[config.mk]
export PLATFORM = sky130hd
export DESIGN_NAME = uart_tx_arbiter
export DESIGN_NICKNAME = d
export VERILOG_FILES = /design/src/rtl/uart_tx_arbiter.sv
export SDC_FILE = /design/constraint.sdc
export NUM_CORES = 1
export LEC_CHECK = 0
export CAP_MARGIN = 30
export CORE_ASPECT_RATIO = 0.7
export CORE_MARGIN = 2
export CORE_UTILIZATION = 50
export CTS_BUF_LIST = sky130_fd_sc_hd__clkbuf_8 sky130_fd_sc_hd__clkbuf_16
export CTS_CLUSTER_DIAMETER = 200
export CTS_CLUSTER_SIZE = 20
export DETAILED_ROUTE_END_ITERATION = 8
export HOLD_SLACK_MARGIN = 0.15
export PLACE_DENSITY = 0.8
export SLEW_MARGIN = 0
export SYNTH_ARGS = -nofsm -noshare
export SYNTH_HDL_FRONTEND = slang
export SYNTH_SLANG_ARGS = --single-unit
[constraint.sdc]
create_clock -name clk -period 5.6 [get_ports clk]
set_clock_uncertainty 0.15 [all_clocks]
set_input_delay 1.12 -clock clk [delete_from_list [all_inputs] [get_ports clk]]
set_output_delay 1.12 -clock clk [all_outputs]
set_load 0.02 [all_outputs]
[src/rtl/uart_tx_arbiter.sv]
`default_nettype none
// ============================================================================
// Module      : uart_tx_arbiter
// Description : Round-robin, message-granular arbiter that shares one UART
//               transmit line among NUM_REQ byte-stream requesters and
//               serializes each accepted byte as 8N1.
// Revision    : 1.0 - initial release
// ============================================================================
module uart_tx_arbiter #(
    parameter int NUM_REQ      = 4,
    parameter int CLKS_PER_BIT = 645
) (
    input  logic                         clk,
    input  logic                         rst,
    input  logic [NUM_REQ-1:0]           req_valid,
    input  logic [8*NUM_REQ-1:0]         req_data,
    input  logic [NUM_REQ-1:0]           req_last,
    output logic [NUM_REQ-1:0]           req_ready,
    output logic                         uart_tx,
    output logic                         busy,
    output logic [$clog2(NUM_REQ)-1:0]   grant_id
);

    localparam int c_ID_W  = $clog2(NUM_REQ);
    localparam int c_CNT_W = $clog2(CLKS_PER_BIT);

    typedef enum logic [1:0] {
        S_IDLE  = 2'd0,
        S_START = 2'd1,
        S_DATA  = 2'd2,
        S_STOP  = 2'd3
    } state_t;

    state_t              r_state;
    state_t              w_stateNext;
    logic [c_CNT_W-1:0]  r_baudCnt;
    logic [2:0]          r_bitIdx;
    logic [7:0]          r_shift;
    logic [c_ID_W-1:0]   r_rr;
    logic                r_lock;
    logic [c_ID_W-1:0]   r_lockId;
    logic [c_ID_W-1:0]   r_grantId;
    logic                r_tx;

    logic                w_found;
    logic [c_ID_W-1:0]   w_winner;
    logic [7:0]          w_byte;
    logic                w_baudDone;
    logic                w_accept;
    logic                w_txNext;

    assign w_baudDone = (r_baudCnt == c_CNT_W'(CLKS_PER_BIT - 1));
    assign w_accept   = (r_state == S_IDLE) && w_found;
    assign uart_tx    = r_tx;
    assign busy       = (r_state != S_IDLE) || r_lock;
    assign grant_id   = r_grantId;

    // Pick the requester to serve: the lock owner only, else first valid from rr.
    always_comb begin
        int idx;
        idx      = 0;
        w_found  = 1'b0;
        w_winner = '0;
        if (r_lock) begin
            w_found  = req_valid[r_lockId];
            w_winner = r_lockId;
        end else begin
            for (int k = 0; k < NUM_REQ; k++) begin
                idx = int'(r_rr) + k;
                if (idx >= NUM_REQ) begin
                    idx = idx - NUM_REQ;
                end
                if (!w_found && req_valid[c_ID_W'(idx)]) begin
                    w_found  = 1'b1;
                    w_winner = c_ID_W'(idx);
                end
            end
        end
        w_byte = req_data[8*int'(w_winner) +: 8];
    end

    // Frame state register.
    always_ff @(posedge clk or posedge rst) begin
        if (rst) begin
            r_state <= S_IDLE;
        end else begin
            r_state <= w_stateNext;
        end
    end

    // Next state, handshake and next line level (registered so the pin never glitches).
    always_comb begin
        w_stateNext = r_state;
        req_ready   = '0;
        w_txNext    = 1'b1;
        case (r_state)
            S_IDLE: begin
                if (w_found) begin
                    req_ready[w_winner] = ~rst;
                    w_stateNext         = S_START;
                    w_txNext            = 1'b0;
                end
            end
            S_START: begin
                w_txNext = 1'b0;
                if (w_baudDone) begin
                    w_stateNext = S_DATA;
                    w_txNext    = r_shift[0];
                end
            end
            S_DATA: begin
                w_txNext = r_shift[0];
                if (w_baudDone) begin
                    if (r_bitIdx == 3'd7) begin
                        w_stateNext = S_STOP;
                        w_txNext    = 1'b1;
                    end else begin
                        w_txNext = r_shift[1];
                    end
                end
            end
            S_STOP: begin
                if (w_baudDone) begin
                    w_stateNext = S_IDLE;
                end
            end
            default: begin
                w_stateNext = S_IDLE;
            end
        endcase
    end

    // Baud timing, shift register, arbitration pointer and message lock.
    always_ff @(posedge clk or posedge rst) begin
        if (rst) begin
            r_baudCnt <= '0;
            r_bitIdx  <= '0;
            r_shift   <= '0;
            r_rr      <= '0;
            r_lock    <= 1'b0;
            r_lockId  <= '0;
            r_grantId <= '0;
            r_tx      <= 1'b1;
        end else begin
            r_tx <= w_txNext;
            if ((r_state == S_IDLE) || (w_stateNext != r_state) || w_baudDone) begin
                r_baudCnt <= '0;
            end else begin
                r_baudCnt <= r_baudCnt + c_CNT_W'(1);
            end
            if (w_accept) begin
                r_shift   <= w_byte;
                r_bitIdx  <= '0;
                r_grantId <= w_winner;
                if (req_last[w_winner]) begin
                    r_lock <= 1'b0;
                    r_rr   <= (w_winner == c_ID_W'(NUM_REQ - 1)) ? '0 : w_winner + c_ID_W'(1);
                end else begin
                    r_lock   <= 1'b1;
                    r_lockId <= w_winner;
                end
            end else if ((r_state == S_DATA) && w_baudDone) begin
                r_shift  <= {1'b0, r_shift[7:1]};
                r_bitIdx <= r_bitIdx + 3'd1;
            end
        end
    end

endmodule
`default_nettype wire

==> reports/metrics.csv, run 1 <==
stage,metric,value,unit
die,Ports,50,
clock_tree,cts hold-fix bufs,0,
routing,vias per cell,5.55,
sta,Slew Limit Fails,0,
final_layout,nets,328,
synth,synthesized net count,278,
placement,IO buf count,49,
routing,drt first-iter violations,113,
critical_path,startpoint types,input port,
critical_path,CP Class,input port to output port,
sta,final hold violations,0,
final_layout,layout cells sized above 1,0.108,
synth,Synth Flop Type,dfrtp_1,
critical_path,CP Cell Sequence,clkdlybuf4s50_1 > nand2b_1 > nand3b_1 > o21a_1 > o31ai_2 > inv_1 > ha_1 > and3_1 > clkdlybuf4s50_1,
sta,Final setup viols,0,
clock_tree,maximum clock insertion buffer count,2,
clock_tree,Clock Tree Root,clkbuf_8,
final_layout,register area,777,sq um
placement,gpl congestion,0.871,
final_layout,Finished Core Util,0.686,
clock_tree,Skew-Pair Late Insertion Delay,280,ps
routing,DR pass1 iterations,4,
clock_tree,postcts setup bufs,0,
critical_path,RR Startpoint,r_baudCnt[6],
power,Power Total,0.784,mW
synth,post-synthesis compound-gate area fraction,0.137,
global_routing,GRT Total Usage,0.227,
synth,#FFs+latches synth,31,
synth,asr flop ratio synth,1.00,
worst_hold_path,hold path depth,1,
synth,main combinational cell family by area after synthesis,simple AND/OR/NAND/NOR gates,
synth,number of synthesized flops with an enable pin,0,
outcome,status,completed,
sta,TNS Setup,0,ps
synth,Post-Synth Adder-Cell Area,0.0475,
power,Comb pwr share,0.335,
routing,Vias,1838,
power,Clock Power Share,0.245,
synth,multiplexer share of the synthesized area,0.147,
final_layout,FILL cells,321,
critical_path,CP peak stage delay,690,ps
power,Int Pwr,0.521,mW
critical_path,Required @ worst endpoint,4330,ps
final_layout,most frequent cells in the layout,"clkdlybuf4s50_1 (49), nor2_1 (38), dfrtp_1 (30)",
power,Sw Pwr,0.263,mW
synth,synthesized instance count,228,
die,Die ar.,0.00476,sq mm
synth,post-synth cell types,50,
clock_tree,Resize count post-CTS,0,
worst_hold_path,Worst Hold Endpoint,grant_id[1],
synth,syn avg cell area,9.24,sq um
global_routing,largest net degree at the start of global routing,36,
routing,DRT Wirelength,4.77,mm
routing,WL per Instance,14.4,um
die,Std-Cell Rows,19,
synth,simple logic cell fraction of the synthesized area,0.220,
critical_path,CP max FO,8,
placement,DP Area,0.00264,sq mm
run,max-cap viol count,0,
sta,"Min Clock Period, post-route",5260,ps
critical_path,cell mode on critical path,clkdlybuf4s50_1,
final_layout,Antenna Cells,0,
global_routing,first-pass GRT wire length,8.28,mm
worst_hold_path,Hold Crit Start,grant_id[1],
critical_path,FF-to-FF path depth,7,
clock_tree,CTS sink count,31,
sta,period utilization,0.939,
power,Pleak,1.18,nW
global_routing,number of global-route vias before repair,1802,
routing,DRC violations left,0,
sta,Peak Freq,190,MHz
final_layout,"commonest non-fill, non-tap cell in the layout",clkdlybuf4s50_1,
placement,post-DP HPWL,3.50,mm
sta,RSZ-0062 raised after global routing,false,
synth,Yosys warning count,0,
power,Sw Ratio,0.335,
die,die width,81.6,um
clock_tree,CTS tree,yes,
final_layout,multi-input logic area,0.00125,sq mm
sta,max_slew headroom,0.476,
routing,Routed Antenna Nets,0,
synth,mapped cell area,0.00211,sq mm
worst_hold_path,Hold Path Class,flop to flop,
critical_path,CP max stage cell,o31ai_2,
critical_path,Reg2Reg Setup Slack,2700,ps
global_routing,Congestion Overflow GR,0,
critical_path,worst r2r dst,r_shift[3],
critical_path,critical path endpoint category,output port,
power,pwr dens,286,mW/mm^2
power,worst vdd ir,195,uV
clock_tree,"Reg clk slew, reported paths",70,ps
critical_path,crit path DAT,3990,ps
die,Initial Util,0.528,
final_layout,Area Growth Syn to Fin,30.1,%
sta,final hold slack,355,ps
final_layout,final instance area,0.00274,sq mm
global_routing,initial antenna violation count,0,
sta,Worst Tran Pin Value,781,ps
synth,sequential share of the synthesized area,0.369,
power,Sequential Power Share,0.420,
clock_tree,depth of the CTS H-tree,2,
die,Core Region,0.00399,sq mm
synth,Post-Synth XOR/XNOR Area,0.0416,
die,Die H,58.3,um
clock_tree,CTS Buf Count,5,
[cell type report]
cell class              count  area share
clock buffers               7      0.0351
clock inverters             1     0.00137
inverters                   8      0.0110
multi-input cells         179       0.456
flip-flops and latches     31       0.283
well taps                  52      0.0237
repair buffers             53       0.190
[stage by stage]
| step | cells | setup slack, ps |
|---|---|---|
| 3_5_place_dp | 323 | 359 |
| 6_report | 331 | 340 |
| 4_1_cts | 331 | 354 |
| 2_1_floorplan | 228 | 1630 |
| 5_1_grt | 331 | 205 |
| 3_3_place_gp | 323 | 440 |
[registers in the layout, indices dropped and copies added, names as in the netlist, 2 cells and up]
| register | cells |
|---|---|
| r_bitIdx | 3 |
| r_lockId | 2 |
| r_shift | 8 |
| grant_id | 2 |
| r_baudCnt | 10 |
| r_rr | 2 |
| r_state | 2 |
[worst max-delay path, delay by kind of cell]
kind            cells  cell delay [ps]
simple gates        3              540
compound gates      2              910
fa+ha+maj           1              210
buf+inv             3             1210
[cells in the mapped netlist, drive strengths merged (2+ instances only)]
cell type   n  area share
nor2       38       0.068
dfrtp      30        0.36
nand2      19       0.034
mux2       14       0.075
mux2i      13       0.062
and3        8       0.024
ha          8       0.048
inv         8       0.014
o22ai       8       0.024
a21oi       6       0.014
clkbuf      6       0.011
nand3       6       0.014
xor2        6       0.025
o21ai       5       0.012
a31oi       4       0.012
buf         4       0.014
nand3b      4       0.014
o21a        4       0.014
xnor2       4       0.017
a211oi      3       0.011
and2        3      0.0089
a21o        2      0.0071
nand2b      2      0.0059
nor2b       2      0.0059
nor3        2      0.0071
nor4b       2      0.0083
o31ai       2      0.0095
[layer usage]
layer	vias to the layer above	GRT usage	wire, um
met5	-	0	0
met4	0	0.0571	20
met3	2	0.0445	285
met2	63	0.340	2060
met1	860	0.342	2410
li1	913	-	-
[power by group through the flow]
| stage | clock network [mW] | logic, mW | registers (mW) |
|---|---|---|---|
| after floorplan | 0 | 0.189 | 0.315 |
| after global placement | 0 | 0.254 | 0.329 |
| after detailed placement | 0 | 0.260 | 0.331 |
| after CTS | 0.193 | 0.263 | 0.327 |
| after global routing | 0.204 | 0.294 | 0.338 |
| final | 0.192 | 0.263 | 0.330 |
[kinds of logic after synthesis]
kind of cell               after synthesis
and+or+nand+nor                         92
adders and majority gates                8
AOI/OAI and AO/OA                       41
xor gates and xnor gates                10
DFF                                     31
buffers and inverters                   18
muxes                                   28
[worst max-delay path by stage]
| stage | startpoint | endpoint |
|---|---|---|
| global placement | req_valid[3] | req_ready[2] |
| finish | req_valid[3] | req_ready[2] |
| floorplan | req_valid[3] | req_ready[2] |
| detailed placement | req_valid[3] | req_ready[2] |
| CTS | req_valid[3] | req_ready[1] |
| global route | req_valid[3] | req_ready[2] |
No activity file was read; power rests on OpenSTA's default activity.
==> run 2, diff against run 1 <==
CTS_BUF_LIST = default   (was sky130_fd_sc_hd__clkbuf_8 sky130_fd_sc_hd__clkbuf_16)
==> reports/metrics.csv, run 2 (synthesized netlist as in run 1, its figures left out) <==
stage,metric,value,unit,change
outcome,status,completed,,unchanged
placement,DP Area,0.00264,sq mm,unchanged
clock_tree,Resize count post-CTS,0,,unchanged
critical_path,Required @ worst endpoint,4330,ps,about the same
clock_tree,CTS sink count,31,,unchanged
die,Die H,58.3,um,unchanged
sta,"Min Clock Period, post-route",5260,ps,about the same
power,worst vdd ir,195,uV,about the same
die,Ports,50,,unchanged
die,Die ar.,0.00476,sq mm,unchanged
worst_hold_path,Hold Crit Start,grant_id[1],,unchanged
global_routing,GRT Total Usage,0.227,,unchanged
final_layout,Antenna Cells,0,,unchanged
clock_tree,CTS tree,yes,,unchanged
power,Power Total,0.786,mW,was 0.784 mW
clock_tree,Clock Tree Root,clkbuf_8,,unchanged
final_layout,Reg with most FFs,r_baudCnt,,unchanged
critical_path,worst path bufs/invs,3,,unchanged
routing,Vias,1838,,unchanged
clock_tree,maximum clock insertion buffer count,2,,unchanged
global_routing,largest net degree at the start of global routing,36,,unchanged
sta,final hold violations,0,,unchanged
final_layout,nets,328,,unchanged
sta,Peak Freq,190,MHz,about the same
final_layout,layout cells sized above 1,0.108,,unchanged
die,Core Region,0.00399,sq mm,unchanged
global_routing,Congestion Overflow GR,0,,unchanged
routing,Routed Antenna Nets,0,,unchanged
final_layout,"Cell Count, Final, Fillers Out",331,,unchanged
critical_path,worst r2r dst,r_shift[3],,unchanged
routing,WL per Instance,14.4,um,about the same
sta,period utilization,0.939,,about the same
sta,Worst Tran Pin Value,781,ps,about the same
final_layout,most frequent cells in the layout,"clkdlybuf4s50_1 (49), nor2_1 (38), dfrtp_1 (30)",,unchanged
worst_hold_path,hold path depth,1,,unchanged
clock_tree,Skew-Pair Late Insertion Delay,280,ps,about the same
placement,post-DP HPWL,3.50,mm,unchanged
die,Std-Cell Rows,19,,unchanged
placement,IO buf count,49,,unchanged
clock_tree,"Reg clk slew, reported paths",70,ps,about the same
clock_tree,CTS Buf Count,5,,unchanged
run,max-cap viol count,0,,unchanged
die,die width,81.6,um,unchanged
routing,DRC violations left,0,,unchanged
critical_path,critical path endpoint category,output port,,unchanged
placement,placed instance count,323,,unchanged
global_routing,initial antenna violation count,0,,unchanged
critical_path,crit path DAT,3990,ps,about the same
routing,vias per cell,5.55,,unchanged
worst_hold_path,Hold Path Class,flop to flop,,unchanged
critical_path,CP Cell Sequence,clkdlybuf4s50_1 > nand2b_1 > nand3b_1 > o21a_1 > o31ai_2 > inv_1 > ha_1 > and3_1 > clkdlybuf4s50_1,,unchanged
power,Pleak,1.18,nW,about the same
power,pwr dens,287,mW/mm^2,was 286 mW/mm^2
critical_path,RR Startpoint,r_baudCnt[6],,unchanged
sta,Slew Limit Fails,0,,unchanged
sta,TNS Setup,0,ps,unchanged
routing,DRT Wirelength,4.77,mm,about the same
final_layout,final instance area,0.00274,sq mm,unchanged
final_layout,Area Growth Syn to Fin,30.1,%,unchanged
global_routing,number of global-route vias before repair,1802,,unchanged
sta,RSZ-0062 raised after global routing,false,,unchanged
global_routing,first-pass GRT wire length,8.28,mm,unchanged
final_layout,"commonest non-fill, non-tap cell in the layout",clkdlybuf4s50_1,,unchanged
clock_tree,cts hold-fix bufs,0,,unchanged
critical_path,CP max FO,8,,unchanged
die,Initial Util,0.528,,unchanged
routing,DR pass1 iterations,4,,unchanged
critical_path,crit-path leading delay family,buffers and inverters,,unchanged
clock_tree,postcts setup bufs,0,,unchanged
critical_path,CP peak stage delay,690,ps,about the same
final_layout,largest registers,"r_baudCnt (10), r_shift (8), r_bitIdx (3)",,unchanged
final_layout,max reg flops,10,,unchanged
critical_path,startpoint types,input port,,unchanged
critical_path,CP max stage cell,o31ai_2,,unchanged
critical_path,FF-to-FF path depth,7,,unchanged
sta,Final setup viols,0,,unchanged
critical_path,cell mode on critical path,clkdlybuf4s50_1,,unchanged
critical_path,CP Class,input port to output port,,unchanged
routing,drt first-iter violations,118,,was 113
worst_hold_path,Worst Hold Endpoint,grant_id[1],,unchanged
placement,gpl congestion,0.871,,unchanged
clock_tree,depth of the CTS H-tree,2,,unchanged
sta,max_slew headroom,0.476,,about the same
critical_path,Reg2Reg Setup Slack,2700,ps,about the same
run 2: cell count changes in the layout (fill, tap and decap cells not counted), sizes merged:
cell / before / now
inv: 9 / 8
clkbuf: 7 / 8
run 2: cell type report:
cell class	instances	area [sq um]
fill	321	1250
multi-input combinational	179	1250
clock buffer	8	100
sequential	31	777
tap	52	65.1
timing repair buffer	53	520
inverter	8	30.0
run 2: worst max-delay path by stage:
stage | slack [ps] | startpoint | depth (start not counted) | end
2_1_floorplan | 1630 | req_valid[3] | 8 | req_ready[2]
3_3_place_gp | 440 | req_valid[3] | 9 | req_ready[2]
3_5_place_dp | 360 | req_valid[3] | 9 | req_ready[2]
4_1_cts | 350 | req_valid[3] | 8 | req_ready[1]
5_1_grt | 200 | req_valid[3] | 9 | req_ready[2]
6_report | 340 | req_valid[3] | 9 | req_ready[2]
run 2: metrics by stage:
stage               hold slack (ps)  utilization  setup WS (ps)
global route                    393        0.686            205
finish                          355        0.686            340
global placement                333        0.661            440
detailed placement              334        0.661            359
CTS                             354        0.686            354
floorplan                       318            -           1630
run 2: report_power, final:
group	internal [mW]	total (mW)	switching, mW
Sequential	0.272	0.330	0.0572
Combinational	0.139	0.263	0.124
Clock	0.112	0.193	0.0814
Total	0.523	0.786	0.263
run 2: routing by layer:
layer / global-route usage / wire length, um
met5: 0 / 0
met4: 0.0571 / 20
met3: 0.0445 / 274
met2: 0.340 / 2060
met1: 0.342 / 2420
